[src/rtl/idu_pipe_stage.sv]
// Registered RV64I/RV32I decode stage: decodes, reads/forwards operands, tracks busy destinations.
// Latency 1 cycle; in_ready drops on a RAW/WAW hazard, on a held result with out_ready low, or on flush.
module idu_pipe_stage #(
    parameter int XLEN = 64,
    parameter int NREG = 32
) (
    input  logic            clk,
    input  logic            rst,
    input  logic            in_valid,
    output logic            in_ready,
    input  logic [31:0]     in_inst,
    input  logic [XLEN-1:0] in_pc,
    output logic [4:0]      rs1_addr,
    input  logic [XLEN-1:0] rs1_data,
    output logic [4:0]      rs2_addr,
    input  logic [XLEN-1:0] rs2_data,
    input  logic            wb_valid,
    input  logic [4:0]      wb_addr,
    input  logic [XLEN-1:0] wb_data,
    input  logic            flush,
    output logic            out_valid,
    input  logic            out_ready,
    output logic [XLEN-1:0] out_op1,
    output logic [XLEN-1:0] out_op2,
    output logic [XLEN-1:0] out_pc,
    output logic [6:0]      out_alu_ctl,
    output logic [3:0]      out_funct,
    output logic            out_rd_ena,
    output logic [4:0]      out_rd_addr,
    output logic            out_jump
);
    localparam logic [6:0] OPC_OPIMM = 7'b0010011;
    localparam logic [6:0] OPC_AUIPC = 7'b0010111;
    localparam logic [6:0] OPC_JAL   = 7'b1101111;
    localparam logic [6:0] OPC_LUI   = 7'b0110111;
    localparam logic [6:0] OPC_OP    = 7'b0110011;
    localparam logic [6:0] OPC_JALR  = 7'b1100111;

    logic            valid_q;
    logic [NREG-1:0] busy;
    logic [NREG-1:0] wb_clear;
    logic [NREG-1:0] busy_eff;

    logic [4:0]      rs1, rs2, rd;
    logic            is_opimm, is_auipc, is_jal, is_lui, is_op, is_jalr, is_ill;
    logic            rs1_used, rs2_used, rd_ena;
    logic [63:0]     imm64;
    logic [XLEN-1:0] imm, rs1_val, rs2_val, op1, op2;
    logic            hz, accept, out_fire;

    function automatic logic conflict(input logic [4:0] a, input logic [NREG-1:0] bvec,
                                      input logic held, input logic [4:0] held_rd);
        logic hit;
        hit = held && (held_rd == a);
        for (int i = 1; i < NREG; i++) begin
            if (bvec[i] && (a == 5'(i))) hit = 1'b1;
        end
        return hit;
    endfunction

    always_comb begin
        for (int i = 0; i < NREG; i++) begin
            wb_clear[i] = wb_valid && (wb_addr == 5'(i));
        end
    end

    assign busy_eff = busy & ~wb_clear;

    always_comb begin
        rs1      = in_inst[19:15];
        rs2      = in_inst[24:20];
        rd       = in_inst[11:7];
        is_opimm = (in_inst[6:0] == OPC_OPIMM);
        is_auipc = (in_inst[6:0] == OPC_AUIPC);
        is_jal   = (in_inst[6:0] == OPC_JAL);
        is_lui   = (in_inst[6:0] == OPC_LUI);
        is_op    = (in_inst[6:0] == OPC_OP);
        is_jalr  = (in_inst[6:0] == OPC_JALR);
        is_ill   = !(is_opimm || is_auipc || is_jal || is_lui || is_op || is_jalr);
        rs1_used = is_opimm || is_op || is_jalr;
        rs2_used = is_op;
        rd_ena   = !is_ill && (rd != 5'd0);

        imm64 = 64'd0;
        if (is_opimm || is_jalr) imm64 = {{52{in_inst[31]}}, in_inst[31:20]};
        else if (is_lui || is_auipc) imm64 = {{32{in_inst[31]}}, in_inst[31:12], 12'b0};
        else if (is_jal) imm64 = {{43{in_inst[31]}}, in_inst[31], in_inst[19:12],
                                  in_inst[20], in_inst[30:21], 1'b0};
        imm = imm64[XLEN-1:0];

        // x0 reads as zero; same-cycle writeback overrides the regfile read
        rs1_val = '0;
        if (rs1 != 5'd0) rs1_val = (wb_valid && wb_addr == rs1) ? wb_data : rs1_data;
        rs2_val = '0;
        if (rs2 != 5'd0) rs2_val = (wb_valid && wb_addr == rs2) ? wb_data : rs2_data;

        op1 = '0;
        if (rs1_used) op1 = rs1_val;
        else if (is_auipc || is_jal) op1 = in_pc;
        op2 = '0;
        if (rs2_used) op2 = rs2_val;
        else if (is_opimm || is_lui || is_auipc || is_jalr || is_jal) op2 = imm;

        rs1_addr = rs1_used ? rs1 : 5'd0;
        rs2_addr = rs2_used ? rs2 : 5'd0;

        hz = (rs1_used && rs1 != 5'd0 && conflict(rs1, busy_eff, valid_q && out_rd_ena, out_rd_addr))
          || (rs2_used && rs2 != 5'd0 && conflict(rs2, busy_eff, valid_q && out_rd_ena, out_rd_addr))
          || (rd_ena && conflict(rd, busy_eff, valid_q && out_rd_ena, out_rd_addr));
    end

    assign in_ready  = (!valid_q || out_ready) && !hz && !flush;
    assign out_valid = valid_q && !flush;
    assign accept    = in_valid && in_ready;
    assign out_fire  = out_valid && out_ready;

    always_ff @(posedge clk) begin
        if (rst) begin
            valid_q     <= 1'b0;
            busy        <= '0;
            out_op1     <= '0;
            out_op2     <= '0;
            out_pc      <= '0;
            out_alu_ctl <= '0;
            out_funct   <= '0;
            out_rd_ena  <= 1'b0;
            out_rd_addr <= '0;
            out_jump    <= 1'b0;
        end else begin
            if (flush) valid_q <= 1'b0;
            else if (accept) valid_q <= 1'b1;
            else if (out_fire) valid_q <= 1'b0;

            if (accept) begin
                out_op1     <= op1;
                out_op2     <= op2;
                out_pc      <= in_pc;
                out_alu_ctl <= {is_ill, is_jalr, is_op, is_lui, is_jal, is_auipc, is_opimm};
                out_funct   <= {in_inst[30], in_inst[14:12]};
                out_rd_ena  <= rd_ena;
                out_rd_addr <= rd_ena ? rd : 5'd0;
                out_jump    <= is_jal || is_jalr;
            end

            // a set on handoff takes priority over a same-cycle writeback clear
            busy[0] <= 1'b0;
            for (int i = 1; i < NREG; i++) begin
                if (out_fire && out_rd_ena && out_rd_addr == 5'(i)) busy[i] <= 1'b1;
                else if (wb_clear[i]) busy[i] <= 1'b0;
            end
        end
    end
endmodule

[config.mk]
export PLATFORM = sky130hd
export DESIGN_NAME = idu_pipe_stage
export DESIGN_NICKNAME = d
export VERILOG_FILES = /design/src/rtl/idu_pipe_stage.sv
export SDC_FILE = /design/constraint.sdc
export NUM_CORES = 1
export LEC_CHECK = 0
export CORE_AREA = 4 4 201 203
export DETAILED_ROUTE_END_ITERATION = 12
export DIE_AREA = 0 0 205 207
export DONT_BUFFER_PORTS = 1
export GPL_ROUTABILITY_DRIVEN = 0
export HOLD_SLACK_MARGIN = 0.08
export PLACE_DENSITY = 0.5
export SETUP_SLACK_MARGIN = 0.4
export SYNTH_ARGS = -nofsm -noshare
export SYNTH_HDL_FRONTEND = slang
export SYNTH_SLANG_ARGS = --single-unit
[constraint.sdc]
create_clock -name clk -period 4.7 [get_ports clk]
set_input_delay 0.94 -clock clk [delete_from_list [all_inputs] [get_ports clk]]
set_output_delay 0.94 -clock clk [all_outputs]
set_load 0.005 [all_outputs]
# Yosys cells after proc, flatten, opt, wreduce, memory -nomap -nowiden

Cells that the tools add are included.
W data, S select, Z words.

Register bits: 243
Bits in latches: 0
Memory bits (writable): 0
Bits in read-only memories: 0
Bits of input ports: 299
Output and inout port bits: 222
Logic and storage cells: 613
Memories: 0

Add/sub/neg operators: 0
Multiply operators: 0
Div/mod/pow operators: 0
Magnitude comparators: 0
Equality and inequality tests: 166
Shift operators: 0
Multiplexer cells: 171
Bitwise operators: 2
Reduce and logical (&&, ||, !) cells: 233

Operators by type and width:

| operator             | count |
|---|---|
| $mux W64             | 11 |
| $eq A5 B5 Y1 const B | 80 |
| $eq A5 B4 Y1 const B | 40 |
| $logic_and A1 B1 Y1  | 174 |
| $mux W1              | 157 |
| $eq A5 B3 Y1 const B | 20 |
| $reduce_bool A2 Y1   | 32 |
| $eq A5 B2 Y1 const B | 10 |
| $and A32 B32 Y32     | 1 |
| $not A32 Y32         | 1 |
| $eq A5 B1 Y1 const B | 5 |
| $eq A5 B5 Y1         | 5 |
| $logic_or A1 B1 Y1   | 18 |
| $mux W5              | 3 |
| $reduce_bool A5 Y1   | 3 |
| $eq A7 B5 Y1 const B | 2 |
| $eq A7 B6 Y1 const B | 2 |
| $eq A7 B7 Y1 const B | 2 |
| $logic_not A5 Y1     | 1 |
| $logic_not A1 Y1     | 4 |
| $reduce_or A2 Y1     | 1 |

# Logic depth before layout (Yosys ltp)

Depth in word-level cells: 44
Mapped depth: 14
Gate-level depth less buffers: 8

# Least setup slack after synthesis

Ideal clock, no wire load.

Path kind: input to output
Start point: input wb_addr[4]
End point: output in_ready
Arrival: 3.183 ns
Required time: 3.760 ns
Path slack: 0.577 ns
Stages: 11
Buffers on the path: 4
Path through: buf_2 or4b_1 buf_2 o2111ai_1 nand4_1 nor4_1 a31oi_1 a211o_1 clkbuf_1 clkbuf_1 nor2_1

Cells in the longest elaborated chain, start to end: 42
Elaborated cells between the ends (all ways): 258
Classes of those cells: 31 x eq/ne; 93 x mux; 2 x bitwise; 132 x reduce/logical

RTL lines:

| what                                          | RTL line | text |
|---|---|---|
| from (decl)                                   | 18       | `input logic [4:0] wb_addr,` |
| $eq A5 B1 Y1                                  | 63       | `wb_clear[i] = wb_valid && (wb_addr == 5'(i));` |
| $logic_and A1 B1 Y1                           | 63       |  |
| $not A32 Y32 *                                | 67       | `assign busy_eff = busy & ~wb_clear;` |
| $and A32 B32 Y32 *                            | 67       |  |
| $logic_and A1 B1 Y1                           | 56       | `if (bvec[i] && (a == 5'(i))) hit = 1'b1;` |
| $mux W1 (31 in series)                        | 56       |  |
| $logic_and A1 B1 Y1, on equally long branches | 107, 108 |  |
| $logic_or A1 B1 Y1                            | 108      | `\|\| (rs2_used && rs2 != 5'd0 && conflict(rs2, busy_eff, valid_q && out_rd_ena, out_rd_addr))` |
| $logic_or A1 B1 Y1 *                          | 109      | `\|\| (rd_ena && conflict(rd, busy_eff, valid_q && out_rd_ena, out_rd_addr));` |
| $logic_not A1 Y1 *                            | 112      | `assign in_ready = (!valid_q \|\| out_ready) && !hz && !flush;` |
| $logic_and A1 B1 Y1 * (2 in series)           | 112      |  |
| to (decl)                                     | 10       | `output logic in_ready,` |

Mark *: on every way between the ends. The rest lies on a longest branch, timed or not.

# Final worst setup path

Same ends and word-level chain as after synthesis.

==> impl_metrics.json <==
{
  "root_buffer": "clkbuf_16",
  "netlist_area_sq_um": 14300,
  "coreArea_sq_um": 38500,
  "area_growth_pct": 9.53,
  "grt_use_met1": 0.335,
  "place_ws_ns": 0.254,
  "viasPerCell": 6.18,
  "antenna_found_initial": 3,
  "synth_edf_count": 0,
  "clock_latency_ns": 0.58,
  "antenna_left": 0,
  "ir_drop_uv": 276,
  "synth_compound_gate_area_share": 0.267,
  "avgSynthCellArea_sq_um": 7.49,
  "io_buffers": 0,
  "synth-seq-area-share": 0.338,
  "yosys.area_share.adder": 0,
  "drcViolationCount": 0,
  "synth-seq-cells": 242,
  "grt_max_degree": 243,
  "postCtsHoldBufs": 0,
  "detailed_place_hpwl_um": 43500,
  "power.density_nw_per_um2": 326,
  "p_leak_nw": 4.82,
  "cp-end-kind": "primary output",
  "layout_common_cells": "340 x a21oi_1, 242 x dfxtp_1, 238 x o21ai_0",
  "track_usage": 0.269,
  "timing.hold.ws_ns": 0.429,
  "crit_start": "wb_addr[4]",
  "slew_headroom": 0.231,
  "fin_crit_sh": 0.889,
  "drive_gt1_frac": 0.0921,
  "critical_path_class": "input port to primary output",
  "cp_max_fo": 10,
  "drt_pass1_iterations": 7,
  "vias": 14300,
  "drt_iter0_markers": 1238,
  "fillers": 4073,
  "drv_slew": 0,
  "synthSimpleGateAreaFrac": 0.194,
  "io_pins": 521,
  "rows": 72,
  "fmax_mhz": 239,
  "grt_pass1_vias": 13500,
  "synth_area_leader_cell": "dfxtp_1",
  "async_flop_share": 0,
  "final_cells": 2322,
  "busiest_layer": "met2",
  "finalHoldViolations": 0,
  "clockBufferDepth": 3,
  "nNetsFinal": 2078,
  "drv_cap": 0,
  "die-width_um": 205,
  "grt_pass1_wl_um": 90000,
  "worst_pin_slew_ns": 1.15,
  "setup_ws_ns": 0.521,
  "status": "finished, final reports clean",
  "finalClockSkew_ns": 0.0230,
  "synth_top_family_by_area": "compound AO/OA/AOI/OAI gates",
  "worstHoldStart": "rst",
  "synth_nets": 2212,
  "h-tree-depth": 1,
  "overflow": 0,
  "netlist_top_cells_area": "dfxtp_1 34%, a21oi_1 12%, o21ai_0 8.4%",
  "rsz0062_at_grt": "no",
  "startpoint_type": "input port",
  "synth_cell_types": 46,
  "ys_warn_count": 0,
  "r2r_setup_slack_ns": 1.38,
  "layout_commonest_cell": "a21oi_1",
  "cts_tree": "built",
  "synth_cells": 1913,
  "die_area_sq_um": 42400,
  "cp.arrival_ns": 3.24,
  "die_y_um": 207,
  "dpl.cell_count": 2265,
  "required_ns": 3.76,
  "multi_input_area_sq_um": 8300,
  "final_util": 0.408,
  "r2r_start": "out_rd_addr[0]$_SDFFE_PP0P_",
  "clk_pin_slew_ns": 0.06,
  "clock_sinks": 242,
  "initial_core_util": 0.373,
  "fin_tns_setup_ns": 0,
  "postRouteWirelength_um": 61200,
  "wl_per_cell_um": 26.4,
  "synthMuxAreaShare": 0.0954,
  "synth_xor_area_frac": 0.0159,
  "grtUsageMet3": 0.0826,
  "cts_buffers": 30,
  "met2_usage": 0.450,
  "setup_violations": 0,
  "hold_path_class": "input port to flip-flop",
  "synth_top_area_frac": 0.338,
  "period_needed_ns": 4.18,
  "seq_area_sq_um": 4840,
  "synth_ff_type": "dfxtp_1"
}
routing by layer:
layer / wire length, um / up-vias
met5: 48 / -
li1: - / 6585
met4: 2020 / 6
met3: 6110 / 134
met1: 23700 / 6889
met2: 29400 / 726
registers in the layout, summed over array words and instances, names as in the netlist:
register     flops
busy            31
out_alu_ctl      7
out_funct        4
out_jump         1
out_op1         64
out_op2         64
out_pc          64
out_rd_addr      5
out_rd_ena       1
valid_q          1
worst max-delay path: stages:
cell and delay (ns):
nand4b_1 0.45, buf_4 0.34, o2111ai_1 0.20, nand4_1 0.11, nor4_1 0.36, a31oi_1 0.24, a211o_4 0.38, nor2_1 0.21
cells by family after synthesis:
group	after synthesis
AOI/OAI and AO/OA	700
xor gates and xnor gates	26
buffers and inverters	307
DFF	242
muxes	132
and+or+nand+nor	506
cell type report:
class | instances | area share
timing repair buffer | 47 | 0.0289
clock inverter | 15 | 0.0137
antenna | 1 | 0.000159
clock buffer | 41 | 0.0563
inverter | 94 | 0.0225
tap | 518 | 0.0413
sequential | 242 | 0.309
multi-input combinational | 1364 | 0.529
synth_stat cells, drive strengths merged, types with 15 or more instances:
cell type,n
or3,187
xnor2,16
nand2,74
nor2,100
nor3,25
a21oi,343
buf,44
o21ai,245
o22ai,25
inv,94
dfxtp,242
o2111ai,59
or2,15
mux2i,95
mux2,37
a211oi,21
clkbuf,169
worst paths after layout:
path	depth (start not counted)	endpoint
setup reg to reg	9	out_op2[15]$_SDFFE_PP0P_
hold reg to reg	2	out_op2[16]$_SDFFE_PP0P_
setup / recovery	8	in_ready
hold / removal	1	out_op2[47]$_SDFFE_PP0P_
where the power goes:
part | switching, W | internal (W)
clock network | 0.000985 | 0.00159
logic | 0.000254 | 0.000146
registers | 0.0000455 | 0.00209
total | 0.00128 | 0.00383
per-stage QoR:
stage,power [W],area [sq um]
final,0.00511,15700
after global routing,0.00530,15700
after CTS,0.00516,15700
after detailed placement,0.00258,14600
after global placement,0.00258,14600
after floorplan,0.00251,14300
repair_timing:
| action | CTS | global route |
|---|---|---|
| endpoints found under the hold margin | 0 | 0 |
| gates resized for setup | 2 | 6 |
| endpoints found under the setup margin | 1 | 1 |
| setup buffers | 0 | 0 |
No activity file was read; power rests on OpenSTA's default activity.
